File: config.mk
export PLATFORM = sky130hd
export DESIGN_NAME = hazard_ctrl
export DESIGN_NICKNAME = d
export VERILOG_FILES = /design/src/rtl/hazard_ctrl.sv
export SDC_FILE = /design/constraint.sdc
export NUM_CORES = 1
export LEC_CHECK = 0
export ABC_AREA = 0
export BUFFER_PORTS_ARGS = -buffer_cell sky130_fd_sc_hd__clkbuf_2
export CAP_MARGIN = 20
export CORE_MARGIN = 2
export CORE_UTILIZATION = 30
export CTS_CLUSTER_DIAMETER = 40
export DETAILED_ROUTE_END_ITERATION = 10
export HOLD_SLACK_MARGIN = 0.1
export MAX_ROUTING_LAYER = met4
export PLACE_DENSITY = 0.52
export SYNTH_ARGS = -nofsm -noshare
export SYNTH_HDL_FRONTEND = slang
export SYNTH_SLANG_ARGS = --single-unit
File: constraint.sdc
create_clock -name clk -period 3.7 [get_ports clk]
set_clock_uncertainty 0.15 [all_clocks]
set_input_delay 0.555 -clock clk [delete_from_list [all_inputs] [get_ports clk]]
set_output_delay 0.555 -clock clk [all_outputs]
set_load 0.005 [all_outputs]
File: src/rtl/hazard_ctrl.sv
// Pipeline sequencer for the 5-stage MIPS core: load-use / jr stalls, branch and jump
// squash, data-memory freeze with timeout, and stall/flush performance counters.
module hazard_ctrl #(
    parameter int unsigned MEM_TIMEOUT = 64,
    parameter int unsigned CNT_W       = 32
) (
    input  logic             clk,
    input  logic             reset,
    input  logic [4:0]       id_rs,
    input  logic [4:0]       id_rt,
    input  logic             id_use_rs,
    input  logic             id_use_rt,
    input  logic             id_jump,
    input  logic             id_jr,
    input  logic             ex_memread,
    input  logic             ex_regwrite,
    input  logic [4:0]       ex_wreg,
    input  logic             ex_br_taken,
    input  logic             mem_req,
    input  logic             mem_ready,
    output logic             pc_write,
    output logic             ifid_write,
    output logic             ifid_flush,
    output logic             idex_flush,
    output logic             pipe_freeze,
    output logic             mem_err,
    output logic [CNT_W-1:0] stall_cnt,
    output logic [CNT_W-1:0] flush_cnt
);

    localparam int unsigned       WAIT_W    = $clog2(MEM_TIMEOUT);
    localparam logic [WAIT_W-1:0] WAIT_LAST = WAIT_W'(MEM_TIMEOUT - 1);
    localparam logic [CNT_W-1:0]  CNT_MAX   = '1;

    typedef enum logic [1:0] {
        ST_RUN      = 2'd0,
        ST_JR_WAIT  = 2'd1,
        ST_MEM_WAIT = 2'd2
    } state_t;

    state_t              r_state;
    state_t              w_state_nxt;
    logic [WAIT_W-1:0]   r_wait_cnt;
    logic [WAIT_W-1:0]   w_wait_nxt;
    logic                r_mem_err;
    logic                w_err_set;
    logic [CNT_W-1:0]    r_stall_cnt;
    logic [CNT_W-1:0]    r_flush_cnt;

    logic w_ex_wr;
    logic w_dep;
    logic w_lu;
    logic w_jrdep;
    logic w_mem_stall;

    logic w_pc_write;
    logic w_ifid_write;
    logic w_ifid_flush;
    logic w_idex_flush;
    logic w_pipe_freeze;

    // Hazard terms; register 0 never carries a dependency.
    assign w_ex_wr     = ex_regwrite && (ex_wreg != 5'd0);
    assign w_dep       = w_ex_wr && ((id_use_rs && (ex_wreg == id_rs)) ||
                                     (id_use_rt && (ex_wreg == id_rt)));
    assign w_lu        = w_dep && ex_memread;
    assign w_jrdep     = id_jr && w_ex_wr && (ex_wreg == id_rs);
    assign w_mem_stall = (r_state == ST_MEM_WAIT) ||
                         ((r_state == ST_RUN) && mem_req && !mem_ready);

    // Next-state and control outputs, highest priority first.
    always_comb begin
        w_pc_write    = 1'b1;
        w_ifid_write  = 1'b1;
        w_ifid_flush  = 1'b0;
        w_idex_flush  = 1'b0;
        w_pipe_freeze = 1'b0;
        w_state_nxt   = r_state;
        w_wait_nxt    = r_wait_cnt;
        w_err_set     = 1'b0;

        if (w_mem_stall) begin
            w_pipe_freeze = 1'b1;
            w_pc_write    = 1'b0;
            w_ifid_write  = 1'b0;
            if ((r_state == ST_MEM_WAIT) && mem_ready) begin
                w_state_nxt = ST_RUN;
                w_wait_nxt  = '0;
            end else if (r_wait_cnt == WAIT_LAST) begin
                w_err_set   = 1'b1;
                w_state_nxt = ST_RUN;
                w_wait_nxt  = '0;
            end else begin
                w_state_nxt = ST_MEM_WAIT;
                w_wait_nxt  = r_wait_cnt + WAIT_W'(1);
            end
        end else if (ex_br_taken) begin
            w_ifid_flush = 1'b1;
            w_idex_flush = 1'b1;
            w_state_nxt  = ST_RUN;
        end else if (r_state == ST_JR_WAIT) begin
            w_pc_write   = 1'b0;
            w_ifid_write = 1'b0;
            w_idex_flush = 1'b1;
            w_state_nxt  = ST_RUN;
        end else if (w_jrdep) begin
            w_pc_write   = 1'b0;
            w_ifid_write = 1'b0;
            w_idex_flush = 1'b1;
            // A jr behind a load needs a second bubble before rs is available.
            if (ex_memread) begin
                w_state_nxt = ST_JR_WAIT;
            end
        end else if (w_lu) begin
            w_pc_write   = 1'b0;
            w_ifid_write = 1'b0;
            w_idex_flush = 1'b1;
        end else if (id_jump) begin
            w_ifid_flush = 1'b1;
        end
    end

    // State, wait counter and sticky error.
    always_ff @(posedge clk or posedge reset) begin
        if (reset) begin
            r_state    <= ST_RUN;
            r_wait_cnt <= '0;
            r_mem_err  <= 1'b0;
        end else begin
            r_state    <= w_state_nxt;
            r_wait_cnt <= w_wait_nxt;
            if (w_err_set) begin
                r_mem_err <= 1'b1;
            end
        end
    end

    // Saturating performance counters.
    always_ff @(posedge clk or posedge reset) begin
        if (reset) begin
            r_stall_cnt <= '0;
            r_flush_cnt <= '0;
        end else begin
            if (!w_pc_write && (r_stall_cnt != CNT_MAX)) begin
                r_stall_cnt <= r_stall_cnt + CNT_W'(1);
            end
            if ((w_ifid_flush || w_idex_flush) && (r_flush_cnt != CNT_MAX)) begin
                r_flush_cnt <= r_flush_cnt + CNT_W'(1);
            end
        end
    end

    // While reset is held the pipe runs free regardless of hazard inputs.
    assign pc_write    = reset || w_pc_write;
    assign ifid_write  = reset || w_ifid_write;
    assign ifid_flush  = !reset && w_ifid_flush;
    assign idex_flush  = !reset && w_idex_flush;
    assign pipe_freeze = !reset && w_pipe_freeze;
    assign mem_err     = r_mem_err;
    assign stall_cnt   = r_stall_cnt;
    assign flush_cnt   = r_flush_cnt;

endmodule

==> qor.csv, run 1 <==
metric;value;unit
outcome;completed;
cts.clk_slew.worst_paths;0.05;ns
seqPwrFrac;0.436;
p_leak;2.322;nW
syn_avg_cell_area;10.54;sq um
drv_slew;0;
worstReg2RegStart;flush_cnt[0];
placed_cells;630;
start_util;0.3078;
min_path_type;reg -> reg;
finalHoldViolCount;0;
viasPerCell;4.772;
peakVddDrop;0.2325;mV
setup_tns;0;ns
cp.arrival;2.06;ns
detail_route.first_pass.iterations;4;
synthTopCellsByCount;dfrtp_1 (73), xnor2_1 (36), xor2_1 (35), nand2_1 (29), nand3_1 (28);
cts_root_buf;clkbuf_16;
fp.dieW;118.0;um
ys_warn_count;0;
synth_largest_area_cell;dfrtp_1;
grt_start_max_net_pins;74;
cts_setup_buffers;0;
power_switching;0.5863;mW
ant_nets;0;
numCtsBuffers;9;
antenna_found_initial;0;
cts_tree;yes;
synth_area;3900;sq um
grt_pass1_vias;3111;
insertedDiodeCount;0;
postLayoutCellArea;4842;sq um
ys_async_sr_fraction;1.000;
grt_use_total;0.1386;
yosys_most_used_dff;dfrtp_1;
crit_path_start;ex_wreg[4];
fp.dieH;118.0;um
power.internal;1.661;mW
portBuffers;95;
synthTopCellsByArea;dfrtp_1 (47%), xnor2_1 (8.1%), xor2_1 (7.9%), nand3_1 (3.6%), nand4_1 (3.5%);
cap_violations;0;
htree_levels;3;
ys_seq_area_frac;0.4684;
cts.path.max_buffers;2;
nFillCells;1253;
layout.nets;498;
synth_nets;399;
clock-sinks;73;
p_comb_frac;0.148;
layout-drive-gt1-share;0.3101;
fin_crit;2.761;ns
holdCritStartpoint;mem_err;
power-per-cell-area;464.0;nW/um^2
vias;3083;
overflow;0;
wl_per_cell;13.63;um
path_class;in -> out;
final-instance-count-excl-fill;646;
core_area;12670;sq um
cp.required;2.99;ns
gp_congestion;0.7929;
relSlewSlack;0.3711;
drt-total-wl;8803;um
fmax;362.3;MHz
worstPathMaxFanout;3;
cts_hold_buf;0;
synth_edf_count;0;
grt_pass1_wl;15080;um
netlist_instances;370;
endpoint_kind;output pin;
start_kind;primary input;
area_growth;24.16;%
p_sw_frac;0.2609;
ys_types;49;
p_clk_frac;0.416;
synth_most_common_cell;dfrtp_1;
place_area;4514;sq um
yosysTopAreaCellShare;0.4684;
drtIter0Drc;120;
ios;96;
fin_crit_sh;0.7461;
post-dp-hpwl;6300;um
rsz0062_at_grt;false;
dieArea;13930;sq um
clkLatencyLatePin;0.34;ns
worst_pin_slew;0.9434;ns
rows;41;
cts_resized;0;
setup_violations;0;
yosys_register_bits;73;
drc;0;
power by group through the flow:
| stage | logic [mW] | clock network (mW) | registers (mW) |
|---|---|---|---|
| 5_1_grt | 0.375 | 1.00 | 1.00 |
| 6_report | 0.333 | 0.935 | 0.979 |
| 3_5_place_dp | 0.340 | 0 | 0.993 |
| 3_3_place_gp | 0.335 | 0 | 0.987 |
| 2_1_floorplan | 0.210 | 0 | 0.979 |
| 4_1_cts | 0.340 | 0.972 | 0.981 |
layout make-up:
| type | instances | area (sq um) | share of cell area |
|---|---|---|---|
| Clock inverter | 1 | 30.03 | 0.006202 |
| Multi-Input combinational cell | 280 | 1952 | 0.4031 |
| Timing Repair Buffer | 97 | 490.5 | 0.1013 |
| Sequential cell | 73 | 1827 | 0.3773 |
| Clock buffer | 15 | 297.8 | 0.06150 |
| Tap cell | 172 | 215.2 | 0.04444 |
| Inverter | 8 | 30.03 | 0.006202 |
cell families after synthesis:
kind of cell,Yosys count,synth area share
muxes,3,0.009303
AOI/OAI and AO/OA,23,0.04395
and+or+nand+nor,180,0.2782
DFF,73,0.4684
buffers and inverters,17,0.03112
xor gates and xnor gates,71,0.1594
adders and majority gates,3,0.009626
metal layers:
layer	vias to the layer above	global-route usage	wire length (um)
li1	1501	-	-
met1	1498	0.1630	3979
met2	75	0.2166	4091
met3	9	0.05959	576
met4	0	0.03916	157
met5	-	-	0
worst max-delay path: stages:
cell and delay (ns):
clkbuf_2 0.12, xor2_1 0.16, nor4_1 0.29, a32oi_1 0.19, o211a_1 0.29, o21ai_4 0.16, nand2_1 0.15, clkbuf_2 0.15
sequential cells by signal, indices dropped and copies added (netlist names):
signal,flops
r_wait_cnt,6
mem_err,1
flush_cnt,32
r_state,2
stall_cnt,32
placed cells by master (no fill, tap or decap), types with 2 or more instances in the layout:
master / count
and3_1: 16
nor3_1: 11
nand2_1: 29
nor4_1: 6
nor2b_1: 3
o21ai_0: 8
nand3_1: 28
dfrtp_1: 73
o31ai_1: 2
nor4_4: 2
ha_1: 3
a21oi_1: 2
xnor2_1: 36
nor2_1: 26
and2_1: 3
nand2b_1: 2
nor3_2: 5
clkbuf_8: 5
nor3b_1: 2
nand3_2: 10
xor2_1: 35
inv_1: 7
nand4_1: 22
clkbuf_16: 9
buf_4: 2
and3_2: 3
clkbuf_2: 95
a211oi_1: 2
and4_1: 2
o21a_1: 2
stage by stage:
| stage | power (mW) | setup slack [ns] | utilization | hold slack [ns] |
|---|---|---|---|---|
| finish | 2.247 | 0.9395 | 0.3821 | 0.3296 |
| global route | 2.379 | 0.8588 | 0.3821 | 0.3343 |
| CTS | 2.292 | 0.9208 | 0.3821 | 0.3248 |
| detailed placement | 1.333 | 0.8013 | 0.3563 | 0.3212 |
| global placement | 1.322 | 0.8101 | 0.3563 | 0.3202 |
| floorplan | 1.189 | 0.4246 | - | 0.2883 |
final timing paths:
check                           endpoint  depth (start not counted)  slack [ns]
max reg2reg                 flush_cnt[1]                          7        1.08
min in group asynchronous        mem_err                          3        0.39
min reg2reg                      mem_err                          1        0.33
min                              mem_err                          1        0.33
max                           ifid_write                          8        0.94
max in group asynchronous  flush_cnt[12]                          3        2.40
Power figures use the tool's default switching activity.
==> run 2, diff against run 1 <==
--- a/config.mk
+++ b/config.mk
@@ -14,7 +14,7 @@
 export DETAILED_ROUTE_END_ITERATION = 10
 export HOLD_SLACK_MARGIN = 0.1
 export MAX_ROUTING_LAYER = met4
-export PLACE_DENSITY = 0.52
+export PLACE_DENSITY = 0.54
 export SYNTH_ARGS = -nofsm -noshare
 export SYNTH_HDL_FRONTEND = slang
 export SYNTH_SLANG_ARGS = --single-unit
==> constraint.sdc (replaced) <==
create_clock -name clk -period 2.22 [get_ports clk]
set_clock_uncertainty 0.15 [all_clocks]
set_input_delay 0.333 -clock clk [delete_from_list [all_inputs] [get_ports clk]]
set_output_delay 0.333 -clock clk [all_outputs]
set_load 0.005 [all_outputs]
==> qor.csv, run 2 (synthesis gave the netlist of run 1 again) <==
metric;value;unit;change
outcome;completed;;
hold_depth;2;;+1
fp.dieW;118.0;um;unchanged
drv_slew;0;;unchanged
seqPwrFrac;0.414;;-0.022
vias;3373;;+9.4%
gp_congestion;0.8223;;+3.7%
antenna_found_initial;0;;unchanged
setup_slack;0.0009291;ns;-0.9385 ns
power-per-cell-area;709.4;nW/um^2;+53%
core_area;12670;sq um;unchanged
drtIter0Drc;162;;+35%
postLayoutCellArea;5464;sq um;+13%
dieArea;13930;sq um;unchanged
cp.arrival;1.74;ns;-0.32 ns
grt_use_total;0.1488;;+0.01021
endpoint_kind;output pin;;
ff2ff_path_depth;6;;-1
dp_slack;-0.2245;ns;-1.026 ns
fp.dieH;118.0;um;unchanged
htree_levels;3;;unchanged
grt_start_max_net_pins;74;;unchanged
total_power;3.876;mW;+73%
worstPathMaxFanout;3;;unchanged
drc;0;;unchanged
min_path_type;in -> reg;;
cap_violations;0;;unchanged
numCtsBuffers;9;;unchanged
place_area;4951;sq um;+9.7%
clkLatencyLatePin;0.33;ns;about the same
viasPerCell;4.724;;-1.0%
cts_root_buf;clkbuf_16;;
wl_per_cell;13.48;um;-1.1%
start_kind;primary input;;
ant_nets;0;;unchanged
finalHoldViolCount;0;;unchanged
fin_crit;2.219;ns;
area_growth;40.10;%;
setup_violations;0;;unchanged
layout.nets;566;;+14%
p_sw_frac;0.2633;;+0.002441
relSlewSlack;0.3702;;-0.0008270
cts_hold_buf;0;;unchanged
rows;41;;unchanged
worst_pin_slew;0.9446;ns;+0.001241 ns
fin_crit_sh;0.9996;;
detail_route.first_pass.iterations;4;;unchanged
fmax;450.6;MHz;
power_switching;1.021;mW;+74%
power.internal;2.855;mW;+72%
insertedDiodeCount;0;;unchanged
start_util;0.3078;;unchanged
p_comb_frac;0.182;;+0.034
drt-total-wl;9626;um;+9.3%
final_common_cell;clkbuf_2;;
rsz0062_at_grt;true;;
cts.clk_slew.worst_paths;0.06;ns;about the same
fin_hold_ws;0.1249;ns;-0.2047 ns
post-dp-hpwl;7134;um;+13%
clock-sinks;73;;unchanged
grt_pass1_wl;16550;um;+9.7%
layout-drive-gt1-share;0.4151;;+0.1050
overflow;0;;unchanged
p_clk_frac;0.404;;-0.012
cts_tree;yes;;
cts.path.max_buffers;2;;unchanged
grt_pass1_vias;3531;;+14%
peakVddDrop;0.6433;mV;+180%
layout_common_cells;clkbuf_2 (88), dfrtp_1 (73), buf_4 (68), xnor2_1 (36), xor2_1 (34);;
path_class;in -> out;;
cp.required;1.74;ns;-1.25 ns
portBuffers;95;;unchanged
ios;96;;unchanged
p_leak;2.684;nW;+16%
## run 2: final cells by class
class | count | area, sq um
multi-input combinational | 280 | 2012
sequential | 73 | 1827
tap | 172 | 215.2
clock inverter | 5 | 78.83
fill | 1238 | 7207
timing repair buffer | 165 | 1055
inverter | 8 | 33.78
clock buffer | 11 | 242.7
## run 2: critical path, cell delays in order
cell and delay (ns):
buf_6 0.09, xor2_1 0.16, nor4_2 0.26, a32oi_1 0.18, o211a_4 0.28, o21ai_4 0.14, buf_12 0.13, nor3_2 0.03
buf_2 0.13
## run 2: power by group through the flow
stage	registers, mW	logic, mW	clock network, mW
final	1.60	0.707	1.56
after global routing	1.63	0.796	1.67
after CTS	1.61	0.709	1.61
after detailed placement	1.63	0.692	0
after global placement	1.62	0.680	0
after floorplan	1.63	0.350	0
## run 2: path summary, 6_finish.rpt
kind                                     from       endpoint  slack (ns)
worst max-delay path                 id_rt[4]     ifid_flush      0.0009
worst max register to register  stall_cnt[23]   stall_cnt[1]        0.08
min in group asynchronous               reset  flush_cnt[21]        0.29
worst min register to register   stall_cnt[4]   stall_cnt[4]        0.34
worst min-delay path              ex_br_taken     r_state[0]        0.12
max in group asynchronous               reset  flush_cnt[30]        1.01
## run 2: what timing repair did
item,4_1_cts,5_1_grt
resized for setup,7,16
endpoints found under the setup margin,4,48
pin swaps,7,11
gates cloned,0,0
setup buffers,4,9
## run 2: through the flow
stage               std cells  setup TNS (ns)    util
floorplan                 370        -0.08566       -
global placement          686          -5.119  0.3907
detailed placement        686          -7.275  0.3907
CTS                       706         -0.1686  0.4215
global route              714          -1.176  0.4312
finish                    714               0  0.4312
## run 2: metal layers
layer | track usage | routed length, um
met1 | 0.1695 | 4108
met2 | 0.2533 | 4848
met3 | 0.04506 | 498
met4 | 0.04217 | 170
met5 | - | 0
==> run 3, diff against run 2 <==
--- a/config.mk
+++ b/config.mk
@@ -8,6 +8,7 @@
 export ABC_AREA = 0
 export BUFFER_PORTS_ARGS = -buffer_cell sky130_fd_sc_hd__clkbuf_2
 export CAP_MARGIN = 20
+export CORE_ASPECT_RATIO = 0.6
 export CORE_MARGIN = 2
 export CORE_UTILIZATION = 30
 export CTS_CLUSTER_DIAMETER = 40
==> qor.csv, run 3 (synthesis gave the netlist of run 1 again) <==
metric;value;unit;change
cap_violations;0;;unchanged
wl_per_cell;13.52;um;+0.25%
post-dp-hpwl;7173;um;+0.54%
antenna_found_initial;0;;unchanged
crit_slowest_cell;o211a_1;;
crit_family;compound AO/OA/AOI/OAI gates;;
p_leak;2.763;nW;+3.0%
power-per-cell-area;731.1;nW/um^2;+3.1%
ff2ff_path_depth;8;;+2
placed_cells;688;;+0.29%
power.internal;3.036;mW;+6.3%
cp.buffers_inverters;3;;unchanged
grt_pass1_vias;3243;;-8.2%
power_switching;1.091;mW;+6.9%
violations;negative setup slack;;
detail_route.first_pass.iterations;4;;unchanged
path_depth;9;;unchanged
cp.arrival;1.79;ns;+0.05 ns
gp_congestion;0.8208;;-0.18%
p_clk_frac;0.414;;+0.010
fmax;440.3;MHz;-2.3%
layout.nets;571;;+0.88%
setup_violations;4;;+4
grt_start_max_net_pins;74;;unchanged
cts_tree;yes;;
numCtsBuffers;9;;unchanged
grt_pass1_wl;16090;um;-2.8%
clkLatencyLatePin;0.34;ns;about the same
drc;0;;unchanged
overflow;0;;unchanged
fin_crit;2.271;ns;+0.05213 ns
layout-drive-gt1-share;0.4351;;+0.01997
cts_root_buf;clkbuf_16;;
relSlewSlack;0.7236;;+0.3533
drtIter0Drc;110;;-32%
endpoint_kind;output pin;;
grt_use_total;0.1495;;+0.0007181
worstPathMaxFanout;3;;unchanged
seqPwrFrac;0.385;;-0.029
start_util;0.3053;;-0.002442
layout_common_cells;clkbuf_2 (90), dfrtp_1 (73), buf_4 (62), xnor2_1 (35), xor2_1 (33);;
worst_pin_slew;0.4147;ns;-0.5300 ns
clock-sinks;73;;unchanged
hold_depth;2;;unchanged
outcome;finished with violations;;
setup_slack;-0.05120;ns;-0.05213 ns
fp.dieW;151.2;um;+28%
p_sw_frac;0.2644;;+0.001020
drv_slew;0;;unchanged
cts.path.max_buffers;2;;unchanged
insertedDiodeCount;0;;unchanged
finalHoldViolCount;0;;unchanged
start_kind;primary input;;
drt-total-wl;9691;um;+0.68%
path_class;in -> out;;
ant_nets;0;;unchanged
vias;3347;;-0.77%
cp_slowest_stage_delay;0.28;ns;about the same
viasPerCell;4.668;;-1.2%
p_comb_frac;0.201;;+0.019
htree_levels;3;;unchanged
cts.clk_slew.worst_paths;0.06;ns;about the same
dp_slack;-0.1193;ns;+0.1052 ns
rsz0062_at_grt;true;;
dieArea;13960;sq um;+0.22%
portBuffers;95;;unchanged
rows;32;;-22%
peakVddDrop;0.3763;mV;-42%
cp.required;1.74;ns;about the same
ios;96;;unchanged
final-instance-count-excl-fill;717;;+0.42%
fin_crit_sh;1.023;;+0.02348
min_path_type;in -> reg;;
final_common_cell;clkbuf_2;;
path_cells;buf_8 -> xor2_2 -> nor4_2 -> a32oi_1 -> o211a_1 -> o21ai_4 -> buf_12 -> nand2_4 -> buf_6;;
fp.dieH;92.32;um;-22%
core_area;12770;sq um;+0.80%
area_growth;44.72;%;
## run 3: worst register-to-register path, cell delays in order (launching register included)
cell,delay [ns]
dfrtp_1,0.36
ha_2,0.18
nand2_1,0.05
or2_4,0.24
nor4_4,0.38
nand2b_4,0.10
nand3_4,0.14
buf_6,0.15
mux2_4,0.30
## run 3: cell type report
type                       instances  area [sq um]
sequential                        73          1827
clock inverter                     6         115.1
inverter                           8         33.78
clock buffer                      10         239.0
timing repair buffer             170          1161
tap                              170         212.7
multi-input combinational        280          2056
fill                            1175          7128
## run 3: power groups by stage
stage	clock network, mW	logic (mW)	registers (mW)
after floorplan	0	0.350	1.63
after global placement	0	0.782	1.60
after detailed placement	0	0.792	1.61
after CTS	1.75	0.809	1.59
after global routing	1.81	0.923	1.61
final	1.71	0.831	1.59
## run 3: worst paths after layout
check,startpoint,to,slack (ns)
min,ex_br_taken,r_state[0],0.12
max in group asynchronous,reset,flush_cnt[30],0.98
min in group asynchronous,reset,r_wait_cnt[5],0.59
max reg2reg,flush_cnt[0],flush_cnt[1],0.05
max,ex_wreg[2],pc_write,-0.05
min reg2reg,r_wait_cnt[5],r_wait_cnt[5],0.33
## run 3: stage by stage
step | area, sq um | utilization | power, mW | hold slack [ns] | setup TNS (ns)
finish | 5644 | 0.4419 | 4.127 | 0.1227 | -0.1480
global route | 5644 | 0.4419 | 4.341 | 0.1151 | -0.6775
CTS | 5455 | 0.4271 | 4.145 | 0.1080 | -0.1680
detailed placement | 5029 | 0.3937 | 2.400 | 0.3199 | -3.259
global placement | 5029 | 0.3937 | 2.384 | 0.3164 | -2.322
floorplan | 3904 | - | 1.982 | 0.2498 | -0.08566
## run 3: what timing repair did
| item | CTS | global route |
|---|---|---|
| buffers inserted | 3 | 9 |
| pin swaps | 8 | 16 |
| gates cloned | 0 | 0 |
| setup endpoints to repair | 5 | 46 |
| endpoints found under the hold margin | 73 | 0 |
| hold buffers | 1 | 0 |
| resized for setup | 8 | 28 |
## run 3: layer usage
metal,routed length [um],global-route usage,vias up,part of all wire
met5,0,-,-,0
met4,36,0.02960,0,0.0037
met3,508,0.04975,7,0.052
met2,4219,0.2070,73,0.44
met1,4927,0.2128,1617,0.51
li1,-,-,1650,-
